**src/rtl/fifo_thresh.sv**
```systemverilog
// fifo_thresh -- single-clock FIFO with arbitrary depth, programmable
// almost-full/almost-empty thresholds, an occupancy count and sticky
// overflow/underflow error flags.
//
// Compile-time option:
//   FIFO_FWFT_EN  defined   -> first-word-fall-through: the head word is shown
//                              on data_out whenever the FIFO is not empty, and
//                              rd_en pops it.
//                 undefined -> standard mode: data_out is a register that loads
//                              the head word on an accepted read (1-cycle latency).
//
// Parameters:
//   N         data width (>= 1)
//   M         depth in words (>= 2, any integer)
//   AF_LEVEL  almost_full  when count >= AF_LEVEL (1..M)
//   AE_LEVEL  almost_empty when count <= AE_LEVEL (0..M-1)
//   CW        width of count, $clog2(M+1)
//
// Ports:
//   clk           rising-edge clock
//   rst_n         asynchronous active-low reset
//   wr_en         write request; data_in sampled with it
//   data_in       write data
//   rd_en         read request
//   data_out      read data
//   status_full   count == M
//   status_empty  count == 0
//   half_full     count >= M/2
//   almost_full   count >= AF_LEVEL
//   almost_empty  count <= AE_LEVEL
//   count         current occupancy 0..M
//   overflow      sticky: a write was dropped
//   underflow     sticky: a read was rejected
//   clr_err       synchronous clear of overflow and underflow
module fifo_thresh #(
  parameter int N        = 8,
  parameter int M        = 4,
  parameter int AF_LEVEL = M - 1,
  parameter int AE_LEVEL = 1,
  localparam int CW      = $clog2(M + 1)
) (
  input  logic          clk,
  input  logic          rst_n,
  input  logic          wr_en,
  input  logic [N-1:0]  data_in,
  input  logic          rd_en,
  output logic [N-1:0]  data_out,
  output logic          status_full,
  output logic          status_empty,
  output logic          half_full,
  output logic          almost_full,
  output logic          almost_empty,
  output logic [CW-1:0] count,
  output logic          overflow,
  output logic          underflow,
  input  logic          clr_err
);

  localparam int PW = $clog2(M);
  localparam logic [PW-1:0] PTR_LAST = PW'(M - 1);
  localparam logic [CW-1:0] CNT_FULL = CW'(M);
  localparam logic [CW-1:0] CNT_HALF = CW'(M / 2);
  localparam logic [CW-1:0] CNT_AF   = CW'(AF_LEVEL);
  localparam logic [CW-1:0] CNT_AE   = CW'(AE_LEVEL);

  logic [N-1:0]  mem [0:M-1];

  logic [PW-1:0] wr_ptr_reg, wr_ptr_next;
  logic [PW-1:0] rd_ptr_reg, rd_ptr_next;
  logic [CW-1:0] count_reg, count_next;
  logic          overflow_reg, overflow_next;
  logic          underflow_reg, underflow_next;
  logic          rd_acc, wr_acc;

  // A read frees a slot in the same edge, so a full FIFO still accepts a
  // write when a read is accepted alongside it.
  assign rd_acc = rd_en && (count_reg != '0);
  assign wr_acc = wr_en && ((count_reg != CNT_FULL) || rd_acc);

  always_comb begin
    wr_ptr_next    = wr_ptr_reg;
    rd_ptr_next    = rd_ptr_reg;
    count_next     = count_reg;
    overflow_next  = overflow_reg;
    underflow_next = underflow_reg;

    // Explicit wrap: depth need not be a power of two.
    if (wr_acc) begin
      wr_ptr_next = (wr_ptr_reg == PTR_LAST) ? '0 : wr_ptr_reg + PW'(1);
    end
    if (rd_acc) begin
      rd_ptr_next = (rd_ptr_reg == PTR_LAST) ? '0 : rd_ptr_reg + PW'(1);
    end

    case ({wr_acc, rd_acc})
      2'b10:   count_next = count_reg + CW'(1);
      2'b01:   count_next = count_reg - CW'(1);
      default: count_next = count_reg;
    endcase

    // Clear first, then let a same-cycle error event re-set the flag.
    if (clr_err) begin
      overflow_next  = 1'b0;
      underflow_next = 1'b0;
    end
    if (wr_en && !wr_acc) overflow_next  = 1'b1;
    if (rd_en && !rd_acc) underflow_next = 1'b1;
  end

  always_ff @(posedge clk or negedge rst_n) begin
    if (!rst_n) begin
      wr_ptr_reg    <= '0;
      rd_ptr_reg    <= '0;
      count_reg     <= '0;
      overflow_reg  <= 1'b0;
      underflow_reg <= 1'b0;
    end else begin
      wr_ptr_reg    <= wr_ptr_next;
      rd_ptr_reg    <= rd_ptr_next;
      count_reg     <= count_next;
      overflow_reg  <= overflow_next;
      underflow_reg <= underflow_next;
    end
  end

  // Storage is never reset; its contents are unobservable until written.
  always_ff @(posedge clk) begin
    if (wr_acc) begin
      mem[wr_ptr_reg] <= data_in;
    end
  end

`ifdef FIFO_FWFT_EN
  // Head word is shown directly; forced to zero while empty so reset and
  // empty states present a clean value.
  assign data_out = status_empty ? '0 : mem[rd_ptr_reg];
`else
  logic [N-1:0] data_out_reg;

  // On a full+read+write edge rd_ptr == wr_ptr; the non-blocking write means
  // the old (oldest) word is captured here, not the incoming one.
  always_ff @(posedge clk or negedge rst_n) begin
    if (!rst_n) begin
      data_out_reg <= '0;
    end else if (rd_acc) begin
      data_out_reg <= mem[rd_ptr_reg];
    end
  end

  assign data_out = data_out_reg;
`endif

  // All status outputs decode the registered count only.
  assign count        = count_reg;
  assign status_full  = (count_reg == CNT_FULL);
  assign status_empty = (count_reg == '0);
  assign half_full    = (count_reg >= CNT_HALF);
  assign almost_full  = (count_reg >= CNT_AF);
  assign almost_empty = (count_reg <= CNT_AE);
  assign overflow     = overflow_reg;
  assign underflow    = underflow_reg;

endmodule

```
**config.mk**
```make
export PLATFORM = sky130hd
export DESIGN_NAME = fifo_thresh
export DESIGN_NICKNAME = d
export VERILOG_FILES = /design/src/rtl/fifo_thresh.sv
export SDC_FILE = /design/constraint.sdc
export NUM_CORES = 1
export LEC_CHECK = 0
export BUFFER_PORTS_ARGS = -buffer_cell sky130_fd_sc_hd__buf_2
export CAP_MARGIN = 15
export CORE_ASPECT_RATIO = 1.1
export CORE_MARGIN = 2
export CORE_UTILIZATION = 55
export DETAILED_ROUTE_END_ITERATION = 10
export GPL_TIMING_DRIVEN = 1
export PLACE_DENSITY = 0.88
export SYNTH_ARGS = -nofsm -noshare
export SYNTH_HDL_FRONTEND = slang
export SYNTH_SLANG_ARGS = --single-unit
```
**constraint.sdc**
```tcl
create_clock -name clk -period 2.3 [get_ports clk]
set_input_delay 0 -clock clk [delete_from_list [all_inputs] [get_ports clk]]
set_output_delay 0 -clock clk [all_outputs]
set_load 0.005 [all_outputs]
```
Word-level counts from Yosys, hierarchy flattened
Memory sizes are Yosys's and may differ from the RTL's. A register that Yosys moved wholly into a read port is not among the register bits.
Index checks and enable logic that the tools add are counted.
{ "word_totals": {"reg_bits": 9, "mem_bits_rw": 32, "inputBits": 13, "out_inout_bits": 18, "word_cells": 40, "memories": 1} }
{ "classes": {"add_sub_neg": 4, "magnitude_cmp": 3, "eq_ne": 6, "mux": 8, "reduce_logical": 13} }
{ "mem_list": {"columns": ["memory", "words", "word_bits", "rd", "rd_ports_with_merged_regs", "wr", "line_no", "rtl"], "rows": [
  ["mem", 4, 8, 1, 1, 1, "66", "logic [N-1:0] mem [0:M-1];"]
]} }
{ "op_table": {"columns": ["op", "n"], "rows": [
  ["$eq 2x2->1 const B", 3],
  ["$ge 3x2->1 const B", 2],
  ["$pmux 3 s2", 1],
  ["$reduce_bool 2->1", 3],
  ["$mux 1", 5],
  ["$add 2x1->2 const B", 2],
  ["$logic_and 1x1->1", 4],
  ["$mux 2", 2],
  ["$add 3x1->3 const B", 1],
  ["$eq 3x3->1 const B", 1],
  ["$le 3x1->1 const B", 1],
  ["$logic_not 1->1", 3],
  ["$logic_not 3->1", 1],
  ["$ne 3x3->1 const B", 1],
  ["$reduce_bool 3->1", 1],
  ["$sub 3x1->3 const B", 1],
  ["$eq 2x1->1 const B", 1],
  ["$logic_or 1x1->1", 1]
]} }

Logic depth before layout (Yosys ltp)
{ "depth": {"ltp_word": 7, "ltp_mapped": 6, "ltp_nobuf": 5} }

Least setup slack after synthesis
Ideal clock, no wire load.
{ "synth_path": {"kind": "register to register", "startpoint": "reg count_reg[1], in the netlist count[1]", "endpoint": "mem mem[3][0], enable pin", "setup_ns": 0.332, "t_arrival_ns": 1.434, "slack_ns": 0.534, "path_stages_with_launch": 6, "path_buffers": 0, "cell_sequence": "dfrtp_1 -> inv_1 -> ha_1 -> nand2_1 -> o21a_1 -> and2_1"} }
{ "synth_via": {"elab_chain_cells": 6, "elab_cells_between_ends": 7} }
{ "synth_lines": {"columns": ["element", "line_no", "rtl"], "rows": [
  ["start, declared", "70", "logic [CW-1:0] count_reg, count_next;"],
  ["start signal, assigned", "120", "count_reg <= count_next;"],
  ["$reduce_bool 3->1", "77", "assign rd_acc = rd_en && (count_reg != '0);"],
  ["$logic_and 1x1->1", "77", null],
  ["$logic_or 1x1->1 (*)", "78", "assign wr_acc = wr_en && ((count_reg != CNT_FULL) || rd_acc);"],
  ["$logic_and 1x1->1 (*)", "78", null],
  ["$mux 1 (*)", "128", "if (wr_acc) begin"],
  ["$mux 1 (implied by the code) (*)", "129", "mem[wr_ptr_reg] <= data_in;"],
  ["end, declared", "66", null]
]} }
Mark *: on every way between the ends. The rest lies on a longest branch, timed or not.

Final worst setup path
{ "layout_path": {"startpoint": "reg count_reg[1], in the netlist count[1]", "endpoint": "mem mem[0][7], enable pin"} }
Same word-level chain as after synthesis.

==> flow_summary.ini <==
[synth]
syn_area_sq_mm = 0.00217
ys.flop_type = edfxtp_1
ys_ff_latch = 49
synth_most_common_cell = edfxtp_1
yosys.area.top_type = edfxtp_1
yosys-top-cells-area = edfxtp_1 44%, dfrtp_1 20%, mux4_2 8.3%
syn-instance-count = 135
synth-edff-count = 32
async_flop_share = 0.347
synthTopCellsByCount = 32 x edfxtp_1, 17 x dfrtp_1, 12 x mux2_2, 11 x ha_1
ys.warnings.count = 0
avgSynthCellArea_sq_um = 16.1
synth-seq-area-share = 0.638
synth_nets = 159
synth_top_area_share = 0.442
synth_cell_types = 27

[clock_network]
cts_tree = done
cts-resized-gates = 0
clkLatencyLatePin_ns = 0.30
cts_made_buffers = 5
path_clk_slew_ns = 0.09
cts-root-buf = clkbuf_8
cts.sinks = 49
cts_max_path_buffers = 2
htreeDepth = 2
cts_setup_buffers = 0

[sta]
final_max_slew_viol_count = 0
slew_headroom = 0.626
hold_violations = 0
min_period_ns = 2.07
finalSetupViolCount = 0
fmax_mhz = 484
fin_ws_ns = 0.232
tightestPinTransition_ns = 0.561
fin_skew_ns = 0.00232
finalCritPeriodShare = 0.899
rsz0062_at_grt = false
tns_ns = 0

[routing]
routed_wirelength_um = 4040
drc = 0
wl_per_cell_um = 17.7
via_count = 1229
first_pass_iters = 6
ant_nets = 0
vias_per_cell = 5.37
drt_iter0_markers = 46

[floorplanning]
die_h_um = 69.9
initial_core_util = 0.586
design.core.area_sq_mm = 0.00371
placementRows = 23
io_pins = 31
dieWidth_um = 64.0
die-area_sq_mm = 0.00447

[critical_path]
critPathKind = reg -> reg
startpoint_type = flip-flop
rr_endpoint = mem[0][7]$_DFFE_PP_
cp_max_fo = 10
crit_path_end_kind = flip-flop
reg2reg_slack_ns = 0.23
cp-startpoint = count[1]$_DFFE_PN0P_
worstPathArrival_ns = 2.03
required_ns = 2.26
r2r-start = count[1]$_DFFE_PN0P_
worst-r2r-cell-count = 5

[worst_hold_path]
holdPathStages = 2
hold_class = in -> reg
hp-start = rd_en
min_to = underflow$_DFFE_PN0P_

[final_layout]
drive_above_1_share = 0.335
fin_area_sq_mm = 0.00256
multiInputGateArea_sq_um = 727
fin_cells = 229
utilization = 0.689
fillCellCount = 252
largest_reg_flops = 32
seq_area_sq_mm = 0.00139
area_delta_synth_final_pct = 17.6
antenna_cells = 0
nets = 202

[global_route]
overflow = 0
grt_first_pass_wirelength_um = 6540
grt_max_degree = 19
grt_pass1_vias = 1341
antenna_found_initial = 0
grt.total_usage = 0.195

[place]
port_buffers = 30
place_area_sq_mm = 0.00236
gp_congestion = 0.783
dp_hpwl_um = 2970
dp_slack_ns = 0.259
dp.cells = 211

[power_and_ir_drop]
power.density_mw_per_mm2 = 1200
ir_drop_uv = 677
p_leak_nw = 1.03

[run]
drv_cap = 0

[status]
status = complete, no violations
==> cells in the final DEF, fill, tap and decap left out, drive strengths merged <==
master	synthesis	final
nand2	2	2
xnor2	2	2
or3	1	1
mux2	12	12
and2	4	4
clkbuf	0	5
nor2b	9	9
a221oi	1	1
a211oi	1	1
dlygate4sd3	0	10
o21ai	6	6
a22o	2	2
mux2i	1	1
inv	9	12
ha	11	11
edfxtp	32	32
mux4	8	8
o21a	1	1
nor2	6	6
a32o	1	1
dfrtp	17	17
nand2b	1	1
buf	4	30
o221ai	1	1
a21oi	3	3
==> where the power goes <==
group / internal (mW) / total, mW / switching (mW)
logic: 0.589 / 1.07 / 0.486
clock network: 0.230 / 0.531 / 0.302
registers: 1.21 / 1.46 / 0.243
==> per-layer routing <==
metal	wire (um)	track usage	share of wire	vias up
li1	-	-	-	578
met1	1680	0.245	0.42	599
met2	2040	0.323	0.51	42
met3	209	0.0386	0.052	10
met4	107	0.0894	0.026	0
met5	0	0	0	-
==> worst max-delay path, stage by stage, from the launching register on <==
cell and delay (ns):
dfrtp_1 0.51, inv_1 0.17, ha_1 0.32, nand2_1 0.13
o21a_1 0.21, and2_1 0.40
==> final cells by class <==
cell class / instances / share of cell area
flip-flops and latches: 49 / 0.542
multi-input cells: 73 / 0.284
repair buffers: 40 / 0.0978
clock buffers: 5 / 0.0269
well taps: 50 / 0.0245
inverters: 9 / 0.0132
clock inverters: 3 / 0.0113
==> cell families after synthesis <==
| group | Yosys count | synth area share |
|---|---|---|
| AO/OA/AOI/OAI | 16 | 0.0564 |
| XOR/XNOR | 2 | 0.00806 |
| adder cells (fa/ha/maj) | 11 | 0.0633 |
| buffers and inverters | 13 | 0.0282 |
| flip-flops | 49 | 0.638 |
| multiplexers | 21 | 0.150 |
| AND/OR/NAND/NOR | 23 | 0.0570 |
==> per-stage QoR <==
step                hold WS (ns)  power (mW)
finish                    0.0660        3.06
global route              0.0794        3.27
CTS                       0.0596        3.09
detailed placement       -0.0534        2.54
global placement         -0.0584        2.44
floorplan                 -0.296        2.18
==> repair_timing <==
item                                    in CTS  in global routing
hold buffers                                10                  0
endpoints found under the hold margin       50                  0
endpoints found under the setup margin       0                  0
==> worst max-delay path by stage <==
stage,endpoint,slack [ns],depth (start not counted)
floorplan,mem[3][0]$_DFFE_PP_,0.53,5
global placement,mem[1][1]$_DFFE_PP_,0.40,5
detailed placement,mem[3][1]$_DFFE_PP_,0.26,5
CTS,mem[3][0]$_DFFE_PP_,0.22,5
global route,mem[3][0]$_DFFE_PP_,0.07,5
finish,mem[0][7]$_DFFE_PP_,0.23,5
No activity file was read; power rests on OpenSTA's default activity.
